===== src/rtl/seg_scan_ctrl_if.sv =====
// Display-side bus of the seven-segment scan controller.
// The upstream data source uses the master side, and the scan controller uses the slave side.
interface seg_scan_ctrl_if #(
   parameter int NUM_DIGITS = 4
);
   logic                    load;
   logic [4*NUM_DIGITS-1:0] data_in;
   logic [NUM_DIGITS-1:0]   dp_in;
   logic                    lz_en;
   logic [3:0]              digit_code;
   logic                    dp_n;
   logic [NUM_DIGITS-1:0]   an_n;
   logic                    frame_done;
   logic                    load_pending;

   modport master (
      output load, data_in, dp_in, lz_en,
      input  digit_code, dp_n, an_n, frame_done, load_pending
   );

   modport slave (
      input  load, data_in, dp_in, lz_en,
      output digit_code, dp_n, an_n, frame_done, load_pending
   );
endinterface


===== src/rtl/seg_scan_ctrl.sv =====
// Time-multiplexed scan controller for a common-anode seven-segment display.
// A shadow buffer collects new data and hands it to the active buffer only at a
// frame boundary, so a frame never shows a mix of old and new data. Every output
// is registered from the next counter state, so it lines up with cnt/idx.
module seg_scan_ctrl #(
   parameter int NUM_DIGITS   = 4,
   parameter int REFRESH_DIV  = 50000,
   parameter int BLANK_CYCLES = 500
) (
   input  logic           clk,
   input  logic           rst_n,
   seg_scan_ctrl_if.slave bus
);

   localparam int CNT_W = $clog2(REFRESH_DIV);
   localparam int IDX_W = $clog2(NUM_DIGITS);
   localparam logic [3:0]       CODE_OFF = 4'hA;
   localparam logic [CNT_W-1:0] CNT_LAST = CNT_W'(REFRESH_DIV - 1);
   localparam logic [IDX_W-1:0] IDX_LAST = IDX_W'(NUM_DIGITS - 1);

   logic [CNT_W-1:0]        slotCnt_q, slotCnt_d;
   logic [IDX_W-1:0]        digitIdx_q, digitIdx_d;
   logic [4*NUM_DIGITS-1:0] activeCode_q, activeCode_d;
   logic [4*NUM_DIGITS-1:0] shadowCode_q, shadowCode_d;
   logic [NUM_DIGITS-1:0]   activeDp_q, activeDp_d;
   logic [NUM_DIGITS-1:0]   shadowDp_q, shadowDp_d;
   logic                    loadPending_q, loadPending_d;
   logic [NUM_DIGITS-1:0]   anN_q, anN_d;
   logic [3:0]              digitCode_q, digitCode_d;
   logic                    dpN_q, dpN_d;
   logic                    frameDone_q, frameDone_d;

   logic                    slotEnd;
   logic                    frameEnd;
   logic                    suppress;
   logic                    inBlank;
   logic [4*NUM_DIGITS-1:0] effCode;

   // State register: scan position, both data buffers, and the registered display outputs.
   always_ff @(posedge clk or negedge rst_n) begin
      if (!rst_n) begin
         slotCnt_q     <= '0;
         digitIdx_q    <= '0;
         activeCode_q  <= {NUM_DIGITS{CODE_OFF}};
         shadowCode_q  <= {NUM_DIGITS{CODE_OFF}};
         activeDp_q    <= '0;
         shadowDp_q    <= '0;
         loadPending_q <= 1'b0;
         anN_q         <= '1;
         digitCode_q   <= CODE_OFF;
         dpN_q         <= 1'b1;
         frameDone_q   <= 1'b0;
      end else begin
         slotCnt_q     <= slotCnt_d;
         digitIdx_q    <= digitIdx_d;
         activeCode_q  <= activeCode_d;
         shadowCode_q  <= shadowCode_d;
         activeDp_q    <= activeDp_d;
         shadowDp_q    <= shadowDp_d;
         loadPending_q <= loadPending_d;
         anN_q         <= anN_d;
         digitCode_q   <= digitCode_d;
         dpN_q         <= dpN_d;
         frameDone_q   <= frameDone_d;
      end
   end

   // Next state: advance the slot/digit counters and move data between the buffers.
   // A load on the boundary cycle goes straight to the active buffer, so the new
   // frame shows the new data and no pending flag is left behind.
   always_comb begin
      slotEnd       = (slotCnt_q == CNT_LAST);
      frameEnd      = slotEnd && (digitIdx_q == IDX_LAST);
      slotCnt_d     = slotEnd ? '0 : slotCnt_q + CNT_W'(1);
      digitIdx_d    = digitIdx_q;
      activeCode_d  = activeCode_q;
      shadowCode_d  = shadowCode_q;
      activeDp_d    = activeDp_q;
      shadowDp_d    = shadowDp_q;
      loadPending_d = loadPending_q;

      if (slotEnd) begin
         digitIdx_d = frameEnd ? '0 : digitIdx_q + IDX_W'(1);
      end

      if (frameEnd) begin
         if (bus.load) begin
            activeCode_d  = bus.data_in;
            activeDp_d    = bus.dp_in;
            shadowCode_d  = bus.data_in;
            shadowDp_d    = bus.dp_in;
            loadPending_d = 1'b0;
         end else if (loadPending_q) begin
            activeCode_d  = shadowCode_q;
            activeDp_d    = shadowDp_q;
            loadPending_d = 1'b0;
         end
      end else if (bus.load) begin
         shadowCode_d  = bus.data_in;
         shadowDp_d    = bus.dp_in;
         loadPending_d = 1'b1;
      end
   end

   // Output decode: apply leading-zero suppression from the top digit down, then
   // select the anode, code and decimal point for the upcoming counter position.
   always_comb begin
      effCode  = activeCode_d;
      suppress = bus.lz_en;
      for (int i = NUM_DIGITS - 1; i >= 1; i--) begin
         if (suppress && (activeCode_d[4*i +: 4] == 4'h0)) begin
            effCode[4*i +: 4] = CODE_OFF;
         end else begin
            suppress = 1'b0;
         end
      end

      inBlank     = int'(slotCnt_d) < BLANK_CYCLES;
      anN_d       = '1;
      digitCode_d = CODE_OFF;
      dpN_d       = 1'b1;
      frameDone_d = frameEnd;

      if (!inBlank) begin
         for (int i = 0; i < NUM_DIGITS; i++) begin
            if (digitIdx_d == IDX_W'(i)) begin
               anN_d[i]    = 1'b0;
               digitCode_d = effCode[4*i +: 4];
               dpN_d       = ~activeDp_d[i];
            end
         end
      end
   end

   assign bus.an_n         = anN_q;
   assign bus.digit_code   = digitCode_q;
   assign bus.dp_n         = dpN_q;
   assign bus.frame_done   = frameDone_q;
   assign bus.load_pending = loadPending_q;

endmodule


===== src/flat_wrapper.sv =====
// flat-port wrapper written by rule: the top's interface ports become plain ports
module seg_scan_ctrl_flat 
#(
   parameter int NUM_DIGITS   = 4,
   parameter int REFRESH_DIV  = 50000,
   parameter int BLANK_CYCLES = 500
)
  (clk, rst_n, bus_load, bus_data_in, bus_dp_in, bus_lz_en, bus_digit_code, bus_dp_n, bus_an_n, bus_frame_done, bus_load_pending);
  seg_scan_ctrl_if #(.NUM_DIGITS(NUM_DIGITS)) bus_i ();
  input  logic clk;
  input  logic rst_n;
  input wire logic [$bits(bus_i.load)-1:0] bus_load;
  input wire logic [$bits(bus_i.data_in)-1:0] bus_data_in;
  input wire logic [$bits(bus_i.dp_in)-1:0] bus_dp_in;
  input wire logic [$bits(bus_i.lz_en)-1:0] bus_lz_en;
  output wire logic [$bits(bus_i.digit_code)-1:0] bus_digit_code;
  output wire logic [$bits(bus_i.dp_n)-1:0] bus_dp_n;
  output wire logic [$bits(bus_i.an_n)-1:0] bus_an_n;
  output wire logic [$bits(bus_i.frame_done)-1:0] bus_frame_done;
  output wire logic [$bits(bus_i.load_pending)-1:0] bus_load_pending;
  assign bus_i.load = bus_load;
  assign bus_i.data_in = bus_data_in;
  assign bus_i.dp_in = bus_dp_in;
  assign bus_i.lz_en = bus_lz_en;
  assign bus_digit_code = bus_i.digit_code;
  assign bus_dp_n = bus_i.dp_n;
  assign bus_an_n = bus_i.an_n;
  assign bus_frame_done = bus_i.frame_done;
  assign bus_load_pending = bus_i.load_pending;
  seg_scan_ctrl #(.NUM_DIGITS(NUM_DIGITS), .REFRESH_DIV(REFRESH_DIV), .BLANK_CYCLES(BLANK_CYCLES)) u_core (.clk(clk), .rst_n(rst_n), .bus(bus_i));
endmodule

===== config.mk =====
export PLATFORM = sky130hd
export DESIGN_NAME = seg_scan_ctrl_flat
export DESIGN_NICKNAME = d
export VERILOG_FILES = /design/src/rtl/seg_scan_ctrl_if.sv /design/src/rtl/seg_scan_ctrl.sv /design/src/flat_wrapper.sv
export SDC_FILE = /design/constraint.sdc
export NUM_CORES = 1
export LEC_CHECK = 0
export BUFFER_PORTS_ARGS = -buffer_cell sky130_fd_sc_hd__buf_2
export CAP_MARGIN = 20
export CORE_ASPECT_RATIO = 1.2
export CORE_MARGIN = 2
export CORE_UTILIZATION = 45
export DETAILED_ROUTE_END_ITERATION = 10
export PLACE_DENSITY = 0.72
export SKIP_CTS_REPAIR_TIMING = 1
export SLEW_MARGIN = 10
export SYNTH_ARGS = -nofsm -noshare
export SYNTH_HDL_FRONTEND = slang
export SYNTH_SLANG_ARGS = --single-unit

===== constraint.sdc =====
create_clock -name clk -period 7.5 [get_ports clk]
set_input_delay 0.375 -clock clk [delete_from_list [all_inputs] [get_ports clk]]
set_output_delay 0.375 -clock clk [all_outputs]
set_load 0.01 [all_outputs]

==> flow_summary_export.csv <==
group,metric,value,unit
layout,syn2layout_area_growth,14.3,%
logic_synthesis,syn-num-nets,307,
setup_path,worstSetupPathType,"reg -> reg",
clocking,cts_sinks,69,
floorplan,start_util,46.5,%
sta,skew,8.46,ps
pwr,power_density,206,nW/um2
floorplan,core-area,6850,um2
run,cap_violations,0,
clocking,cts_tree,"yes",
floorplan,ios,35,
sta,maxSlewViolCount,0,
logic_synthesis,ys_seq_elements,69,
logic_synthesis,netlist_area,3190,um2
sta,finalSetupTns,0,ps
setup_path,cp_data_required_time,7770,ps
logic_synthesis,yosysMostFrequentCell,"dfrtp_1",
detailed_routing,drt-pass1-iter-count,4,
logic_synthesis,syn_area_per_cell,11.4,um2
logic_synthesis,yosysUniqueCellTypes,53,
layout,drive_gt1_share,33.2,%
detailed_routing,via_count,2181,
global_routing,grt_start_max_net_pins,70,
floorplan,die_height,96.2,um
layout,post-route-util,53.2,%
global_routing,grtUsageTotal,18.0,%
sta,slew_headroom,44.0,%
sta,rsz0062_at_grt,"false",
clocking,clk_pin_slew_worst_paths,70,ps
placed_design,gp_congestion,0.841,
detailed_routing,remaining_drc_errors,0,
detailed_routing,totalWireLength,6090,um
logic_synthesis,synth_top_area_share,36.1,%
placed_design,io_buffers,34,
placed_design,hpwl,4190,um
logic_synthesis,synth_common_cells,"dfrtp_1, nand2_1, dfstp_2",
logic_synthesis,synth_edf_count,0,
pwr,p_leak,0.00169,uW
setup_path,regToRegEndpoint,"u_core.bus.digit_code[3]",
sta,fin_crit_sh,40.6,%
global_routing,antenna_found_initial,0,
min_path,hp-class,"in -> async",
logic_synthesis,synth_cells,281,
detailed_routing,drt_iter0_markers,101,
status,run_status,"complete, no violations",
sta,finalWorstPathRequiredPeriod,3040,ps
setup_path,r2r-start,"u_core.slotCnt_q[0]",
setup_path,cp_max_fo,26,
sta,tightestPinTransition,840,ps
clocking,clk-insertion-delay-late,350,ps
sta,setup_violations,0,
logic_synthesis,synth_largest_area_cell,"dfrtp_1",
clocking,cts_buffer_depth,2,
sta,finalWorstSetupSlack,4460,ps
layout,num-nets-final,343,
logic_synthesis,ys_warn_count,0,
setup_path,r2r_cells,9,
placed_design,place_ws,4470,ps
setup_path,critical_path_arrival,3310,ps
global_routing,grt_pass1_vias,2225,
floorplan,die_w,80.9,um
setup_path,rrSetupSlack,4460,ps
logic_synthesis,async_flop_share,100,%
placed_design,post_dp_cell_area,3430,um2
global_routing,grt_pass1_wl,10400,um
clocking,root_buffer,"clkbuf_8",
floorplan,dieArea,7780,um2
logic_synthesis,netlist_top_cells_area,"dfrtp_1, dfstp_2, mux2_2",
layout,n_antenna_cell,0,
setup_path,critPathLaunchType,"flop",
layout,layoutNonFillerInstCount,409,
sta,hold_viol_final,0,
floorplan,core.rowCount,33,
setup_path,crit_path_end_kind,"flop",
pwr,peakVddDrop,0.000161,V
clocking,cts_made_buffers,9,
layout,final_cell_area,3650,um2
detailed_routing,via_per_inst,5.33,
logic_synthesis,synthFlopType,"dfrtp_1",
clocking,htree_levels,3,
global_routing,grt.overflow.total,0,
detailed_routing,antenna_left,0,
sta,timing.fmax,329,MHz
logic_synthesis,ys_seq_area_share,55.0,%
detailed_routing,avgRoutedWirePerCell,14.9,um
placed_design,dpl.cell_count,393,
[layout make-up]
type                       instances  area [um2]
inverter                          13        48.8
tap                               87         109
timing repair buffer              36         185
clock inverter                     6        88.8
fill                             630        3210
multi-input combinational        188        1330
clock buffer                      10         128
sequential                        69        1760
[layer usage]
metal	global-route usage, %	up-vias	wire length, um
met5	0	-	0
met2	30.3	47	3160
met1	21.3	1061	2570
met3	4.69	11	225
li1	-	1062	-
met4	8.33	0	125
[worst max-delay path, stage by stage, from the launching register on]
cell,delay (ps)
dfrtp_1,390
ha_1,390
and3_4,280
and3_4,210
nand4b_2,560
a21oi_2,430
nand3_1,160
nor4_4,240
a31oi_1,140
o211ai_1,180
[per-stage QoR]
| step | power (uW) | hold slack, ps |
|---|---|---|
| final | 751 | 211 |
| after global routing | 781 | 240 |
| after CTS | 760 | 231 |
| after detailed placement | 430 | 462 |
| after global placement | 429 | 456 |
| after floorplan | 412 | 79.4 |
[power by group]
group          total [uW]  leakage, uW  switching, uW  internal, uW
combinational        33.7     0.000751           20.0          13.7
clock                 329     0.000102            142           187
sequential            389     0.000832           2.97           386
[worst max-delay path by stage]
stage / from / endpoint / slack (ps)
after floorplan: u_core.slotCnt_q[0] / u_core.bus.dp_n / 5110
after global placement: u_core.slotCnt_q[0] / u_core.bus.digit_code[0] / 4570
after detailed placement: u_core.slotCnt_q[0] / u_core.bus.digit_code[3] / 4470
final: u_core.slotCnt_q[0] / u_core.bus.digit_code[3] / 4460
after CTS: u_core.slotCnt_q[0] / u_core.bus.digit_code[3] / 4400
after global routing: u_core.slotCnt_q[0] / u_core.bus.digit_code[3] / 4130
[logic make-up after synthesis]
family	after synthesis	share of synthesized area [%]
compound gates	40	8.63
xor+xnor	13	3.57
fa+ha+maj	2	0.784
buf+inv	24	3.22
flops	69	55.0
mux	31	10.5
simple gates	102	18.2
[sequential cells by signal, indices dropped and copies added (netlist names)]
| name | cells |
|---|---|
| u_core.shadowDp_q | 4 |
| u_core.bus.digit_code | 4 |
| u_core.bus.an_n | 4 |
| u_core.bus.frame_done | 1 |
| u_core.digitIdx_q | 2 |
| u_core.bus.dp_n | 1 |
| u_core.slotCnt_q | 16 |
| u_core.activeDp_q | 4 |
| u_core.bus.load_pending | 1 |
| u_core.activeCode_q | 16 |
| u_core.shadowCode_q | 16 |
[placed cells by master (no fill, tap or decap), types with 2 or more instances in the layout]
master	n
and4_1	3
clkinvlp_4	2
nand2_1	32
nor3_1	5
mux2i_1	10
xor2_1	7
o311ai_1	2
o21ai_0	6
and2_1	5
nor4_1	2
o211ai_1	6
xnor2_1	6
bufinv_16	2
or2_0	2
ha_1	2
inv_2	2
a21oi_1	2
nand3_1	16
buf_4	2
mux2_2	19
a32oi_1	3
a22o_1	2
dfrtp_1	46
nor2b_1	3
a31oi_1	3
and3_4	4
dfstp_2	23
buf_2	34
inv_1	11
o21ai_1	6
and3_1	5
o31ai_1	2
mux2_1	2
nor2_1	14
clkbuf_8	9
Note: power is estimated with default switching activity, not from simulation.
